**config.mk**
```make
export PLATFORM = sky130hd
export DESIGN_NAME = am_lock_module_flat
export DESIGN_NICKNAME = d
export VERILOG_FILES = /design/src/rtl/pcs_am_pkg.sv /design/src/rtl/am_lock_module_if.sv /design/src/rtl/am_match_table.sv /design/src/rtl/am_lock_module.sv /design/src/flat_wrapper.sv
export SDC_FILE = /design/constraint.sdc
export NUM_CORES = 1
export LEC_CHECK = 0
export CELL_PAD_IN_SITES_DETAIL_PLACEMENT = 1
export CELL_PAD_IN_SITES_GLOBAL_PLACEMENT = 1
export CORE_ASPECT_RATIO = 1.75
export CORE_MARGIN = 2
export CORE_UTILIZATION = 34
export CTS_BUF_LIST = sky130_fd_sc_hd__clkbuf_16
export DETAILED_ROUTE_END_ITERATION = 8
export GPL_ROUTABILITY_DRIVEN = 1
export PLACE_DENSITY_LB_ADDON = 0.1
export SKIP_CTS_REPAIR_TIMING = 1
export SYNTH_ARGS = -nofsm -noshare
export SYNTH_HDL_FRONTEND = slang
export SYNTH_HIERARCHICAL = 1
export SYNTH_SLANG_ARGS = --single-unit
```
**constraint.sdc**
```tcl
create_clock -name i_clock -period 2.2 [get_ports i_clock]
set_clock_uncertainty 0.1 [all_clocks]
set_input_delay 0.66 -clock i_clock [delete_from_list [all_inputs] [get_ports i_clock]]
set_output_delay 0.66 -clock i_clock [all_outputs]
set_load 0.05 [all_outputs]
```
**src/rtl/pcs_am_pkg.sv**
```systemverilog
// Purpose: shared constants, AM table and FSM state type for the AM lock / deskew path.
// Latency: n/a (package only).
// Backpressure: n/a (package only).
package pcs_am_pkg;

    localparam int NB_CODED_BLOCK = 66;
    localparam int N_LANES        = 20;
    localparam int DEF_AM_PERIOD  = 16384;
    localparam int MAX_INVALID_AM = 8;
    localparam int NB_INVALID_CNT = $clog2(MAX_INVALID_AM) + 1;
    localparam int NB_LANE_ID     = $clog2(N_LANES);
    localparam int NB_AM_WORD     = 24;

    // {M0,M1,M2} for each PCS lane, IEEE 802.3 Table 82-2
    localparam logic [NB_AM_WORD-1:0] AM_TABLE [N_LANES] = '{
        24'hC16821, 24'h9D718E, 24'h594BE8, 24'h4D957B, 24'hF50709,
        24'hDD14C2, 24'h9A4A26, 24'h7B4566, 24'hA02476, 24'h68C9FB,
        24'hFD6C99, 24'hB99155, 24'h5CB9B2, 24'h1AF8BD, 24'h83C7CA,
        24'h3536CD, 24'hC4314C, 24'hADD6B7, 24'h5F662A, 24'hC0F0E5
    };

    typedef enum logic [1:0] {
        ST_SEARCH  = 2'd0,
        ST_CONFIRM = 2'd1,
        ST_LOCKED  = 2'd2
    } am_state_e;

endpackage

```
**src/rtl/am_lock_module_if.sv**
```systemverilog
// Purpose: block stream into the AM lock stage and tagged stream out towards deskew.
// Latency: n/a (signal bundle only).
// Backpressure: none; the stream is valid-only, the consumer must accept every block.
interface am_lock_module_if;
    import pcs_am_pkg::*;

    logic                      i_valid;
    logic [NB_CODED_BLOCK-1:0] i_data;
    logic                      i_block_lock;
    logic [NB_CODED_BLOCK-1:0] o_data;
    logic                      o_valid;
    logic                      o_am_flag;
    logic [NB_LANE_ID-1:0]     o_lane_id;
    logic                      o_am_lock;

    // upstream block_sync side plus downstream consumer
    modport master (
        output i_valid, i_data, i_block_lock,
        input  o_data, o_valid, o_am_flag, o_lane_id, o_am_lock
    );

    // the AM lock stage itself
    modport slave (
        input  i_valid, i_data, i_block_lock,
        output o_data, o_valid, o_am_flag, o_lane_id, o_am_lock
    );

endinterface

```
**src/rtl/am_match_table.sv**
```systemverilog
// Purpose: combinational check of one 66-bit block against the 20-entry AM table.
// Latency: 0 cycles (pure combinational).
// Backpressure: none.
module am_match_table
    import pcs_am_pkg::*;
(
    input  logic [NB_CODED_BLOCK-1:0] i_block,
    output logic                      o_hit,
    output logic [NB_LANE_ID-1:0]     o_idx
);

    logic [NB_AM_WORD-1:0] am_word;
    logic [NB_AM_WORD-1:0] am_cword;
    logic                  framing_ok;
    logic [15:0]           unused_bip;

    // BIP3/BIP7 carry parity, not identity, so they take no part in matching
    assign unused_bip = {i_block[39:32], i_block[7:0]};
    assign am_word    = i_block[63:40];
    assign am_cword   = i_block[31:8];
    assign framing_ok = (i_block[65:64] == 2'b10) && (am_cword == ~am_word);

    // table search; entries are unique so at most one can hit
    always_comb begin
        o_hit = 1'b0;
        o_idx = '0;
        for (int i = 0; i < N_LANES; i++) begin
            if (framing_ok && (am_word == AM_TABLE[i])) begin
                o_hit = 1'b1;
                o_idx = NB_LANE_ID'(i);
            end
        end
    end

endmodule

```
**src/rtl/am_lock_module.sv**
```systemverilog
// Purpose: per-lane AM search/confirm/lock, tags AM blocks and reports the PCS lane ID.
// Latency: 1 cycle on o_data/o_valid/o_am_flag.
// Backpressure: none; only i_enable & i_valid cycles advance, otherwise state holds.
module am_lock_module
    import pcs_am_pkg::*;
#(
    parameter int AM_PERIOD = DEF_AM_PERIOD,
    parameter int NB_AM_CNT = $clog2(AM_PERIOD)
)
(
    input  logic                      i_clock,
    input  logic                      i_reset,
    input  logic                      i_enable,
    input  logic [NB_INVALID_CNT-1:0] i_invalid_am_limit,
    am_lock_module_if.slave           lane_if
);

    localparam logic [NB_AM_CNT-1:0] AM_LAST = NB_AM_CNT'(AM_PERIOD - 1);

    am_state_e                 state_q, state_d;
    logic [NB_AM_CNT-1:0]      am_cnt_q, am_cnt_d;
    logic [NB_INVALID_CNT-1:0] invalid_cnt_q, invalid_cnt_d;
    logic [NB_LANE_ID-1:0]     lane_id_q, lane_id_d;
    logic                      am_flag_q, am_flag_d;
    logic [NB_CODED_BLOCK-1:0] data_q, data_d;
    logic                      valid_q, valid_d;

    logic                      hit;
    logic [NB_LANE_ID-1:0]     idx;
    logic                      blk_event;
    logic                      at_am_pos;
    logic                      lane_ok;
    logic [NB_INVALID_CNT-1:0] limit_eff;
    logic [NB_INVALID_CNT:0]   invalid_inc;

    am_match_table u_match (
        .i_block (lane_if.i_data),
        .o_hit   (hit),
        .o_idx   (idx)
    );

    assign blk_event   = i_enable & lane_if.i_valid;
    // explicit compare so non power-of-two periods wrap at the right place
    assign at_am_pos   = (am_cnt_q == AM_LAST);
    assign lane_ok     = hit && (idx == lane_id_q);
    assign limit_eff   = (i_invalid_am_limit == '0) ? NB_INVALID_CNT'(1) : i_invalid_am_limit;
    assign invalid_inc = {1'b0, invalid_cnt_q} + (NB_INVALID_CNT+1)'(1);

    // data pipeline: o_data holds across idle/disabled cycles
    always_comb begin
        data_d  = data_q;
        valid_d = lane_if.i_valid & i_enable;
        if (blk_event) begin
            data_d = lane_if.i_data;
        end
    end

    // lock FSM next-state; loss of block lock overrides everything
    always_comb begin
        state_d       = state_q;
        am_cnt_d      = am_cnt_q;
        invalid_cnt_d = invalid_cnt_q;
        lane_id_d     = lane_id_q;
        am_flag_d     = 1'b0;
        if (!lane_if.i_block_lock) begin
            state_d       = ST_SEARCH;
            am_cnt_d      = '0;
            invalid_cnt_d = '0;
            lane_id_d     = '0;
        end else if (blk_event) begin
            case (state_q)
                ST_SEARCH: begin
                    if (hit) begin
                        state_d   = ST_CONFIRM;
                        lane_id_d = idx;
                        am_cnt_d  = '0;
                        am_flag_d = 1'b1;
                    end
                end
                ST_CONFIRM: begin
                    if (at_am_pos) begin
                        am_cnt_d = '0;
                        if (lane_ok) begin
                            state_d   = ST_LOCKED;
                            am_flag_d = 1'b1;
                        end else begin
                            // this block is not retried as a first AM
                            state_d   = ST_SEARCH;
                            lane_id_d = '0;
                        end
                    end else begin
                        am_cnt_d = am_cnt_q + 1'b1;
                    end
                end
                ST_LOCKED: begin
                    if (at_am_pos) begin
                        am_cnt_d = '0;
                        if (lane_ok) begin
                            invalid_cnt_d = '0;
                            am_flag_d     = 1'b1;
                        end else if (invalid_inc >= {1'b0, limit_eff}) begin
                            state_d       = ST_SEARCH;
                            lane_id_d     = '0;
                            invalid_cnt_d = '0;
                        end else begin
                            invalid_cnt_d = invalid_inc[NB_INVALID_CNT-1:0];
                        end
                    end else begin
                        am_cnt_d = am_cnt_q + 1'b1;
                    end
                end
                default: begin
                    state_d = ST_SEARCH;
                end
            endcase
        end
    end

    // state and pipeline registers
    always_ff @(posedge i_clock or negedge i_reset) begin
        if (!i_reset) begin
            state_q       <= ST_SEARCH;
            am_cnt_q      <= '0;
            invalid_cnt_q <= '0;
            lane_id_q     <= '0;
            am_flag_q     <= 1'b0;
            data_q        <= '0;
            valid_q       <= 1'b0;
        end else begin
            state_q       <= state_d;
            am_cnt_q      <= am_cnt_d;
            invalid_cnt_q <= invalid_cnt_d;
            lane_id_q     <= lane_id_d;
            am_flag_q     <= am_flag_d;
            data_q        <= data_d;
            valid_q       <= valid_d;
        end
    end

    assign lane_if.o_data    = data_q;
    assign lane_if.o_valid   = valid_q;
    assign lane_if.o_am_flag = am_flag_q;
    assign lane_if.o_lane_id = lane_id_q;
    assign lane_if.o_am_lock = (state_q == ST_LOCKED);

endmodule

```
**src/flat_wrapper.sv**
```systemverilog
// flat-port wrapper written by rule: the top's interface ports become plain ports
module am_lock_module_flat import pcs_am_pkg::*;
#(
    parameter int AM_PERIOD = DEF_AM_PERIOD,
    parameter int NB_AM_CNT = $clog2(AM_PERIOD)
)
  (i_clock, i_reset, i_enable, i_invalid_am_limit, lane_if_i_valid, lane_if_i_data, lane_if_i_block_lock, lane_if_o_data, lane_if_o_valid, lane_if_o_am_flag, lane_if_o_lane_id, lane_if_o_am_lock);
  am_lock_module_if lane_if_i ();
  input  logic i_clock;
  input  logic i_reset;
  input  logic i_enable;
  input  logic [NB_INVALID_CNT-1:0] i_invalid_am_limit;
  input wire logic [$bits(lane_if_i.i_valid)-1:0] lane_if_i_valid;
  input wire logic [$bits(lane_if_i.i_data)-1:0] lane_if_i_data;
  input wire logic [$bits(lane_if_i.i_block_lock)-1:0] lane_if_i_block_lock;
  output wire logic [$bits(lane_if_i.o_data)-1:0] lane_if_o_data;
  output wire logic [$bits(lane_if_i.o_valid)-1:0] lane_if_o_valid;
  output wire logic [$bits(lane_if_i.o_am_flag)-1:0] lane_if_o_am_flag;
  output wire logic [$bits(lane_if_i.o_lane_id)-1:0] lane_if_o_lane_id;
  output wire logic [$bits(lane_if_i.o_am_lock)-1:0] lane_if_o_am_lock;
  assign lane_if_i.i_valid = lane_if_i_valid;
  assign lane_if_i.i_data = lane_if_i_data;
  assign lane_if_i.i_block_lock = lane_if_i_block_lock;
  assign lane_if_o_data = lane_if_i.o_data;
  assign lane_if_o_valid = lane_if_i.o_valid;
  assign lane_if_o_am_flag = lane_if_i.o_am_flag;
  assign lane_if_o_lane_id = lane_if_i.o_lane_id;
  assign lane_if_o_am_lock = lane_if_i.o_am_lock;
  am_lock_module #(.AM_PERIOD(AM_PERIOD), .NB_AM_CNT(NB_AM_CNT)) u_core (.i_clock(i_clock), .i_reset(i_reset), .i_enable(i_enable), .i_invalid_am_limit(i_invalid_am_limit), .lane_if(lane_if_i));
endmodule
```
==> reports/qor.yml, run 1 <==
synth_top_area_share_pct: 43.0
antenna_found_initial: 0
core_um2: 15700
fp.dieArea_um2: 17000
power.density_nw_per_um2: 614
die_x_um: 99.4
drt_wl_total_um: 22800
ys_seq_area_share_pct: 43.0
final_core_util_pct: 57.9
cts.sinks: 93
gp_congestion: 1.03
crit_path_start_kind: "input port"
peakVddDrop_v: 0.000528
hp-class: "input port to async pin"
violations: "setup timing"
syn_area_um2: 5410
worst_pin_slew_ns: 0.601
rsz0062_at_grt: "yes"
port_buffers: 148
synth_top_area_cell: "dfrtp_1"
path_cells: "buf_6 > buf_8 > nand3b_1 > or4b_4 > nor3_4 > nor2_2 > buf_4 > and4b_2 > a41oi_4 > o21ai_1 > a41oi_1 > o21ai_1 > buf_4 > and3_1 > a211o_1"
final-hold-violation-count: 0
min_period_ns: 3.54
grt_max_degree: 94
hold_slack_ns: 0.201
fmax_mhz: 282
die_h_um: 171
clockRootBuffer: "clkbuf_16"
instances_no_fill: 1015
worstPathRequired_ns: 2.34
critPathBufInv: 4
path_delay_family: "simple AND/OR/NAND/NOR gates"
drive_above_1_share_pct: 52.1
crit_fanout: 12
diodes: 0
synth_seq_cells: 93
dpl.hpwl_um: 17700
syn_area_per_cell_um2: 10.3
rows: 61
grt_busiest_layer: "met2"
numCtsBuffers: 9
areaGrowthSynthToFinish_pct: 68.4
drc: 0
syn_inst: 523
dr.first_iter.drc_count: 174
antenna_left: 0
grtUsageMet1_pct: 23.7
synthFlopType: "dfrtp_1"
cts_buffer_depth: 2
synth_cell_types: 69
viasPerCell: 5.50
layout_setup_ws_ns: -1.34
critPathArrivalTime_ns: 3.68
path_class: "input port to flip-flop"
synth_area_leaders: "dfrtp_1 (43%), mux2_2 (14%), xor2_1 (3.4%)"
cp-end-kind: "flip-flop"
grt_use_met3_pct: 3.96
cts_htree_levels: 3
syn_nets: 609
cpPeakStageDelay_ns: 0.57
place_area_um2: 8070
overflow: 0
clk_latency_ns: 0.35
wl_per_cell_um: 22.5
finalCritPeriodShare_pct: 161
tritoncts: "done"
grt_use_total_pct: 25.9
fin_area_um2: 9110
placed_cells: 969
status: "finished with violations"
firstDrtPassIters: 4
setup_viol: 26
slew-limit-headroom_pct: 59.5
slew_violations: 0
maxCapViolCount: 0
synth_edf_count: 0
use_met2_pct: 51.3
ios: 149
clk_pin_slew_ns: 0.07
cpMaxStageDelayCell: "or4b_4"
tns_ns: -29.96
grt_pass1_vias: 6036
initial_utilization_pct: 34.4
p_leak_uw: 0.00424
num_vias: 5581
grt_pass1_wl_um: 33100
async_reset_ff_share_pct: 100
nets: 907
ys.warnings.count: 6
-- path summary, 6_finish.rpt --
path                                      startpoint                           to  slack [ns]  depth (start not counted)
setup / recovery                  lane_if_i_data[42]  u_core/lane_if.o_lane_id[0]       -1.34                         15
hold / removal                               i_reset      u_core/invalid_cnt_q[3]        0.20                          2
setup reg to reg             u_core/invalid_cnt_q[0]  u_core/lane_if.o_lane_id[0]       -0.45                         10
hold reg to reg            u_core/lane_if.o_data[54]    u_core/lane_if.o_data[54]        0.41                          1
max in group asynchronous                    i_reset     u_core/lane_if.o_am_flag        1.31                          2
min in group i_clock       u_core/lane_if.o_data[54]    u_core/lane_if.o_data[54]        0.41                          1
-- sequential cells by signal, indices dropped and copies added (netlist names) --
register                  cells
u_core/lane_if.o_valid        1
u_core/lane_if.o_am_flag      1
u_core/lane_if.o_lane_id      5
u_core/lane_if.o_data        66
u_core/am_cnt_q              14
u_core/state_q                2
u_core/invalid_cnt_q          4
-- area by class of cell --
type | count | area [µm²]
Inverter | 17 | 63.8
Timing Repair Buffer | 313 | 2710
Clock buffer | 9 | 225
Tap cell | 189 | 236
Clock inverter | 7 | 71.3
Sequential cell | 93 | 2330
Fill cell | 1730 | 6610
Multi-Input combinational cell | 387 | 3480
-- power breakdown --
group / switching, µW / internal (µW) / leakage, µW
clock network: 731 / 885 / 0.000142
logic: 1180 / 765 / 0.00295
registers: 122 / 1910 / 0.00115
total: 2040 / 3560 / 0.00424
-- Yosys cell counts, drive strengths merged, types with 3 or more instances --
cell type / count
and2: 8
mux2: 66
o21ai: 27
nor2b: 10
nor4bb: 5
xor2: 21
dfrtp: 93
nor4: 19
a221o: 4
nand3: 23
a21oi: 8
and4b: 4
a41oi: 4
nor2: 30
nor3b: 4
nor3: 13
a31oi: 3
and3: 10
nand4: 26
inv: 16
nand2: 32
xnor2: 11
ha: 11
nand2b: 6
clkbuf: 13
nand4b: 8
buf: 13
-- metal layers --
| layer | share of wire, % | vias to the layer above | routed length (µm) |
|---|---|---|---|
| met5 | 0 | - | 0 |
| met4 | 6.7 | 0 | 1530 |
| met3 | 4.1 | 86 | 927 |
| met2 | 58 | 192 | 13200 |
| met1 | 32 | 2778 | 7210 |
| li1 | - | 2525 | - |
-- placed cells by master (no fill, tap or decap), drive strengths merged, types with 3 or more instances in the layout --
cell type,instances
mux2,66
nand4b,8
and2,8
nor4bb,5
clkbuf,14
nand2b,6
nor2b,10
and3,10
nor2,30
a21oi,8
xnor2,11
clkdlybuf4s50,44
clkinv,3
and4b,4
dfrtp,93
o21ai,27
nor3,13
a31oi,3
ha,11
nand2,32
a41oi,4
nand3,23
a221o,4
nor3b,4
inv,19
dlymetal6s2s,20
buf,244
xor2,21
nand4,26
nor4,19
-- logic make-up after synthesis --
kind of cell | count (synthesis) | share of synthesized area, %
muxes | 67 | 13.9
DFF | 93 | 43.0
and+or+nand+nor | 214 | 23.8
AOI/OAI and AO/OA | 63 | 8.09
xor gates and xnor gates | 32 | 5.18
buffers and inverters | 43 | 3.45
adders and majority gates | 11 | 2.54
-- stage by stage --
step | total power (µW) | setup slack [ns]
2_1_floorplan | 3110 | -1.11
3_3_place_gp | 3890 | -2.06
3_5_place_dp | 3950 | -2.19
4_1_cts | 5590 | -1.83
5_1_grt | 5800 | -1.47
6_report | 5590 | -1.34
No activity file was read; power rests on OpenSTA's default activity.
==> inputs of run 2 (changes only) <==
--- a/config.mk
+++ b/config.mk
@@ -9,7 +9,7 @@
 export CELL_PAD_IN_SITES_GLOBAL_PLACEMENT = 1
 export CORE_ASPECT_RATIO = 1.75
 export CORE_MARGIN = 2
-export CORE_UTILIZATION = 34
+export CORE_UTILIZATION = 37
 export CTS_BUF_LIST = sky130_fd_sc_hd__clkbuf_16
 export DETAILED_ROUTE_END_ITERATION = 8
 export GPL_ROUTABILITY_DRIVEN = 1
==> constraint.sdc (replaced) <==
create_clock -name i_clock -period 3.65 [get_ports i_clock]
set_clock_uncertainty 0.1 [all_clocks]
set_input_delay 0.5475 -clock i_clock [delete_from_list [all_inputs] [get_ports i_clock]]
set_output_delay 0.5475 -clock i_clock [all_outputs]
set_load 0.05 [all_outputs]
==> reports/qor.yml, run 2 (synthesized netlist as in run 1, its figures left out) <==
antenna_left: 0  # unchanged
numCtsBuffers: 9  # unchanged
overflow: 0  # unchanged
hold_slack_ns: 0.0627  # -0.139 ns
rsz0062_at_grt: "yes"
die_x_um: 95.4  # -4.0%
cpMaxStageDelayCell: "clkdlybuf4s50_1"
cp-endpoint: "u_core/lane_if.o_lane_id[1]"
layout_setup_ws_ns: 0.0114  # +1.35 ns
tritoncts: "done"
power.density_nw_per_um2: 385  # -37%
crit_path_start_kind: "input port"
core_um2: 14400  # -8.6%
hp-class: "input port to async pin"
final_common_cell: "clkdlybuf4s50_1"
clk_latency_ns: 0.35  # about the same
crit_fanout: 5  # -7
cp-startpoint: "lane_if_i_data[59]"
p_leak_uw: 0.00381  # -10%
slew_violations: 0  # unchanged
power_uw: 3330  # -40%
areaGrowthSynthToFinish_pct: 59.7
maxCapViolCount: 0  # unchanged
die_h_um: 164  # -4.0%
drive_above_1_share_pct: 34.9  # -17 points
cts_htree_levels: 3  # unchanged
clockRootBuffer: "clkbuf_16"
timing.rr.end: "u_core/lane_if.o_lane_id[1]"
finalCritPeriodShare_pct: 99.7
crit_cells: 15  # unchanged
critPathArrivalTime_ns: 3.77  # +0.09 ns
drt_wl_total_um: 22800  # -0.18%
layout_common_cells: "clkdlybuf4s50_1 (125), buf_4 (121), dfrtp_1 (93), mux2_2 (66), nand2_1 (32)"
largest_register_ffs: 66  # unchanged
grt_pass1_vias: 5980  # -0.93%
drc: 0  # unchanged
fmax_mhz: 275
viasPerCell: 5.67  # +3.1%
worstPathRequired_ns: 3.78  # +1.44 ns
reg2reg_from: "u_core/invalid_cnt_q[0]"
r2r_cells: 8  # -2
rows: 58  # -4.9%
peakVddDrop_v: 0.000250  # -53%
tns_ns: 0  # +29.96 ns
wl_per_cell_um: 23.6  # +4.8%
path_cells: "clkdlybuf4s50_1 > nor2b_4 > nand4b_1 > buf_4 > nor4_4 > buf_4 > o21a_1 > nor3_4 > a21oi_4 > xor2_2 > nor4_4 > and3_4 > a2111o_1 > nor3_2 > a221o_1"
port_buffers: 148  # unchanged
fp.dieArea_um2: 15600  # -7.9%
instances_no_fill: 967  # -4.7%
grt_pass1_wl_um: 32900  # -0.42%
cpPeakStageDelay_ns: 0.50  # -0.07 ns
final-hold-violation-count: 0  # unchanged
dr.first_iter.drc_count: 200  # +15%
path_class: "input port to flip-flop"
firstDrtPassIters: 4  # unchanged
initial_utilization_pct: 37.7  # +3.2 points
antenna_found_initial: 1  # +1
grt_max_degree: 48  # -49%
cts.sinks: 93  # unchanged
min_period_ns: 3.64
ios: 149  # unchanged
grt_use_total_pct: 28.5  # +2.6 points
pre_cts_ws_ns: -0.814  # +1.38 ns
nets: 867  # -4.4%
critPathBufInv: 3  # -1
cts_buffer_depth: 2  # unchanged
num_vias: 5482  # -1.8%
slew-limit-headroom_pct: 57.2  # -2.3 points
dpl.hpwl_um: 17700  # +0.29%
placed_cells: 934  # -3.6%
cp-end-kind: "flip-flop"
rrSetupSlack_ns: 1.14  # +1.59 ns
status: "completed"
path_delay_family: "simple AND/OR/NAND/NOR gates"
setup_viol: 0  # -100%
worst_pin_slew_ns: 0.642  # +0.0412 ns
clk_pin_slew_ns: 0.08  # about the same
gp_congestion: 0.926  # -10%
[run 2: worst reg2reg max path: cells and delay by family (launching register included)]
kind | cells | cell delay (ns)
AO/OA/AOI/OAI | 4 | 0.92
flip-flops | 1 | 0.45
buffers and inverters | 1 | 0.20
AND/OR/NAND/NOR | 1 | 0.06
adder cells (fa/ha/maj) | 2 | 0.66
[run 2: through the flow]
stage	utilization, %	instance area, µm²
4_1_cts	56.4	8110
6_report	60.1	8640
3_5_place_dp	54.4	7810
3_3_place_gp	54.4	7810
5_1_grt	60.1	8640
2_1_floorplan	-	5410
[run 2: final cells by class]
type	instances	area, µm²
clock buffer	9	225
fill	1527	5730
antenna	1	2.50
inverter	17	63.8
sequential	93	2330
timing repair buffer	273	2460
clock inverter	7	72.6
multi-input combinational	387	3260
tap	180	225
[run 2: power by group]
part           internal [µW]  switching (µW)
logic                    462             697
clock network            487             463
registers               1150            73.4
[run 2: layer usage]
layer  global-route usage (%)  routed length [µm]  share of wire [%]  up-vias
li1                         -                   -                  -     2444
met1                     26.8                7520                 33     2731
met2                     54.7               12900                 57      219
met3                     4.86                 823                3.6       88
met4                     17.9                1540                6.8        0
met5                        0                   0                  0        -
[run 2: worst min-delay path by stage]
| stage | from | to | slack (ns) | depth (start not counted) |
|---|---|---|---|---|
| 2_1_floorplan | i_reset | u_core/am_cnt_q[0] | 0.15 | 0 |
| 3_3_place_gp | u_core/am_cnt_q[12] | u_core/am_cnt_q[12] | 0.38 | 1 |
| 3_5_place_dp | u_core/am_cnt_q[12] | u_core/am_cnt_q[12] | 0.39 | 1 |
| 4_1_cts | i_reset | u_core/lane_if.o_data[8] | 0.08 | 1 |
| 5_1_grt | i_reset | u_core/lane_if.o_data[28] | 0.09 | 1 |
| 6_report | i_reset | u_core/lane_if.o_data[28] | 0.06 | 1 |
==> inputs of run 3 (changes only) <==
--- a/config.mk
+++ b/config.mk
@@ -7,7 +7,6 @@
 export LEC_CHECK = 0
 export CELL_PAD_IN_SITES_DETAIL_PLACEMENT = 1
 export CELL_PAD_IN_SITES_GLOBAL_PLACEMENT = 1
-export CORE_ASPECT_RATIO = 1.75
 export CORE_MARGIN = 2
 export CORE_UTILIZATION = 37
 export CTS_BUF_LIST = sky130_fd_sc_hd__clkbuf_16
==> reports/qor.yml, run 3 (synthesized netlist as in run 1, its figures left out) <==
cts_buffer_depth: 2  # unchanged
fp.dieArea_um2: 15600  # -0.25%
tritoncts: "done"
fmax_mhz: 275  # -0.10%
p_leak_uw: 0.00393  # +3.3%
dpl.hpwl_um: 16000  # -9.5%
critPathArrivalTime_ns: 3.76  # about the same
clk_pin_slew_ns: 0.07  # about the same
core_um2: 14400  # +0.38%
diodes: 0  # -1
cts_htree_levels: 3  # unchanged
numCtsBuffers: 9  # unchanged
power.density_nw_per_um2: 383  # -0.66%
peakVddDrop_v: 0.000353  # +41%
clockRootBuffer: "clkbuf_16"
initial_utilization_pct: 37.5  # -0.14 points
num_vias: 5388  # -1.7%
antenna_left: 0  # unchanged
final_common_cell: "clkdlybuf4s50_1"
dr.first_iter.drc_count: 322  # +61%
combPwrFrac_pct: 34.5  # -0.3 points
layout_setup_ws_ns: 0.00760  # -0.00377 ns
ios: 149  # unchanged
power_uw: 3360  # +1.0%
drc: 0  # unchanged
cpMaxStageDelayCell: "clkdlybuf4s50_1"
crit_path_start_kind: "input port"
path_cells: "clkdlybuf4s50_1 > buf_4 > nor2_2 > and4b_1 > nand4_1 > nor2_1 > o21ai_0 > a31oi_4 > xor2_1 > nor4_2 > and3_4 > a2111o_1 > nor3_1 > a221o_1"
firstDrtPassIters: 4  # unchanged
p_int_uw: 2150  # +2.6%
final-hold-violation-count: 0  # unchanged
rrSetupSlack_ns: 1.06  # -0.08 ns
drt_wl_total_um: 21800  # -4.4%
die_x_um: 125  # +31%
power.switching_uw: 1210  # -1.6%
layout_common_cells: "clkdlybuf4s50_1 (124), buf_4 (112), dfrtp_1 (93), mux2_2 (66), nand2_1 (30)"
crit_fanout: 7  # +2
swShare_pct: 36.1  # -0.95 points
gp_congestion: 0.996  # +7.5%
slew_violations: 0  # unchanged
finalCritPeriodShare_pct: 99.8  # +0.10 points
setup_viol: 0  # unchanged
port_buffers: 148  # unchanged
antenna_found_initial: 0  # -1
cts.sinks: 93  # unchanged
min_period_ns: 3.64  # +0.00377 ns
largest_register_ffs: 66  # unchanged
rows: 44  # -24%
grt_pass1_wl_um: 32600  # -1.0%
grt_pass1_vias: 5753  # -3.8%
maxCapViolCount: 0  # unchanged
wl_per_cell_um: 22.5  # -4.6%
hp-class: "input port to async pin"
pre_cts_ws_ns: -0.613  # +0.201 ns
die_h_um: 125  # -24%
final_core_util_pct: 60.9  # +0.79 points
p_seq_share_pct: 36.3  # -0.4 points
grt_use_total_pct: 26.5  # -2.0 points
clock_power_share_pct: 29.1  # +0.6 points
areaGrowthSynthToFinish_pct: 62.4
drive_above_1_share_pct: 36.1  # +1.2 points
path_class: "input port to flip-flop"
nets: 866  # -0.12%
grt_max_degree: 46  # -4.2%
overflow: 0  # unchanged
viasPerCell: 5.56  # -1.9%
cp-end-kind: "flip-flop"
cpPeakStageDelay_ns: 0.49  # about the same
slew-limit-headroom_pct: 58.2  # +0.95 points
clk_latency_ns: 0.35  # about the same
worstPathRequired_ns: 3.77  # about the same
worst_pin_slew_ns: 0.628  # -0.0143 ns
status: "completed"
run 3: cell count changes in the layout (fill, tap and decap cells not counted), sizes merged:
cell / previous run / this run
clkbuf: 13 / 9
dlymetal6s2s: 19 / 23
inv: 22 / 19
clkinv: 2 / 4
bufinv: 0 / 1
clkdlybuf4s50: 125 / 124
diode: 1 / 0
run 3: area by class of cell:
cell class,instances,area (µm²)
tap,184,230
clock inverter,7,72.6
inverter,17,63.8
sequential,93,2330
timing repair buffer,272,2500
multi-input combinational,387,3360
clock buffer,9,225
fill,1542,5640
run 3: power groups by stage:
stage,logic [µW],clock network [µW],registers (µW)
final,1160,980,1220
after global routing,1210,1040,1240
after CTS,1130,1000,1220
after detailed placement,1120,0,1240
after global placement,1110,0,1230
after floorplan,241,0,1620
run 3: final timing paths:
path	startpoint	end	cells past startpoint
min in group i_clock	u_core/am_cnt_q[12]	u_core/am_cnt_q[12]	1
hold reg to reg	u_core/am_cnt_q[12]	u_core/am_cnt_q[12]	1
setup reg to reg	u_core/invalid_cnt_q[0]	u_core/lane_if.o_lane_id[0]	10
max in group asynchronous	i_reset	u_core/lane_if.o_data[51]	2
hold / removal	i_reset	u_core/lane_if.o_data[22]	1
setup / recovery	lane_if_i_data[59]	u_core/lane_if.o_lane_id[3]	14
run 3: critical path, delay by kind of cell:
family,cells,cell delay (ns)
AOI/OAI and AO/OA,4,1.15
buffers and inverters,2,0.68
and+or+nand+nor,7,1.16
xor gates and xnor gates,1,0.21
run 3: stage by stage:
stage	hold slack [ns]	TNS [ns]	std cells	cell area (µm²)
finish	0.103	0	969	8790
global route	0.156	-0.268	969	8790
CTS	0.124	-1.90	947	8060
detailed placement	0.384	-10.72	931	7760
global placement	0.383	-10.0	931	7760
floorplan	0.152	0	523	5410
run 3: metal layers:
metal	routed length [µm]	GRT usage [%]	part of all wire [%]	up-vias
li1	-	-	-	2441
met1	9320	35.7	43	2728
met2	10700	43.7	49	180
met3	1300	5.33	6.0	39
met4	480	7.32	2.2	0
met5	0	0	0	-
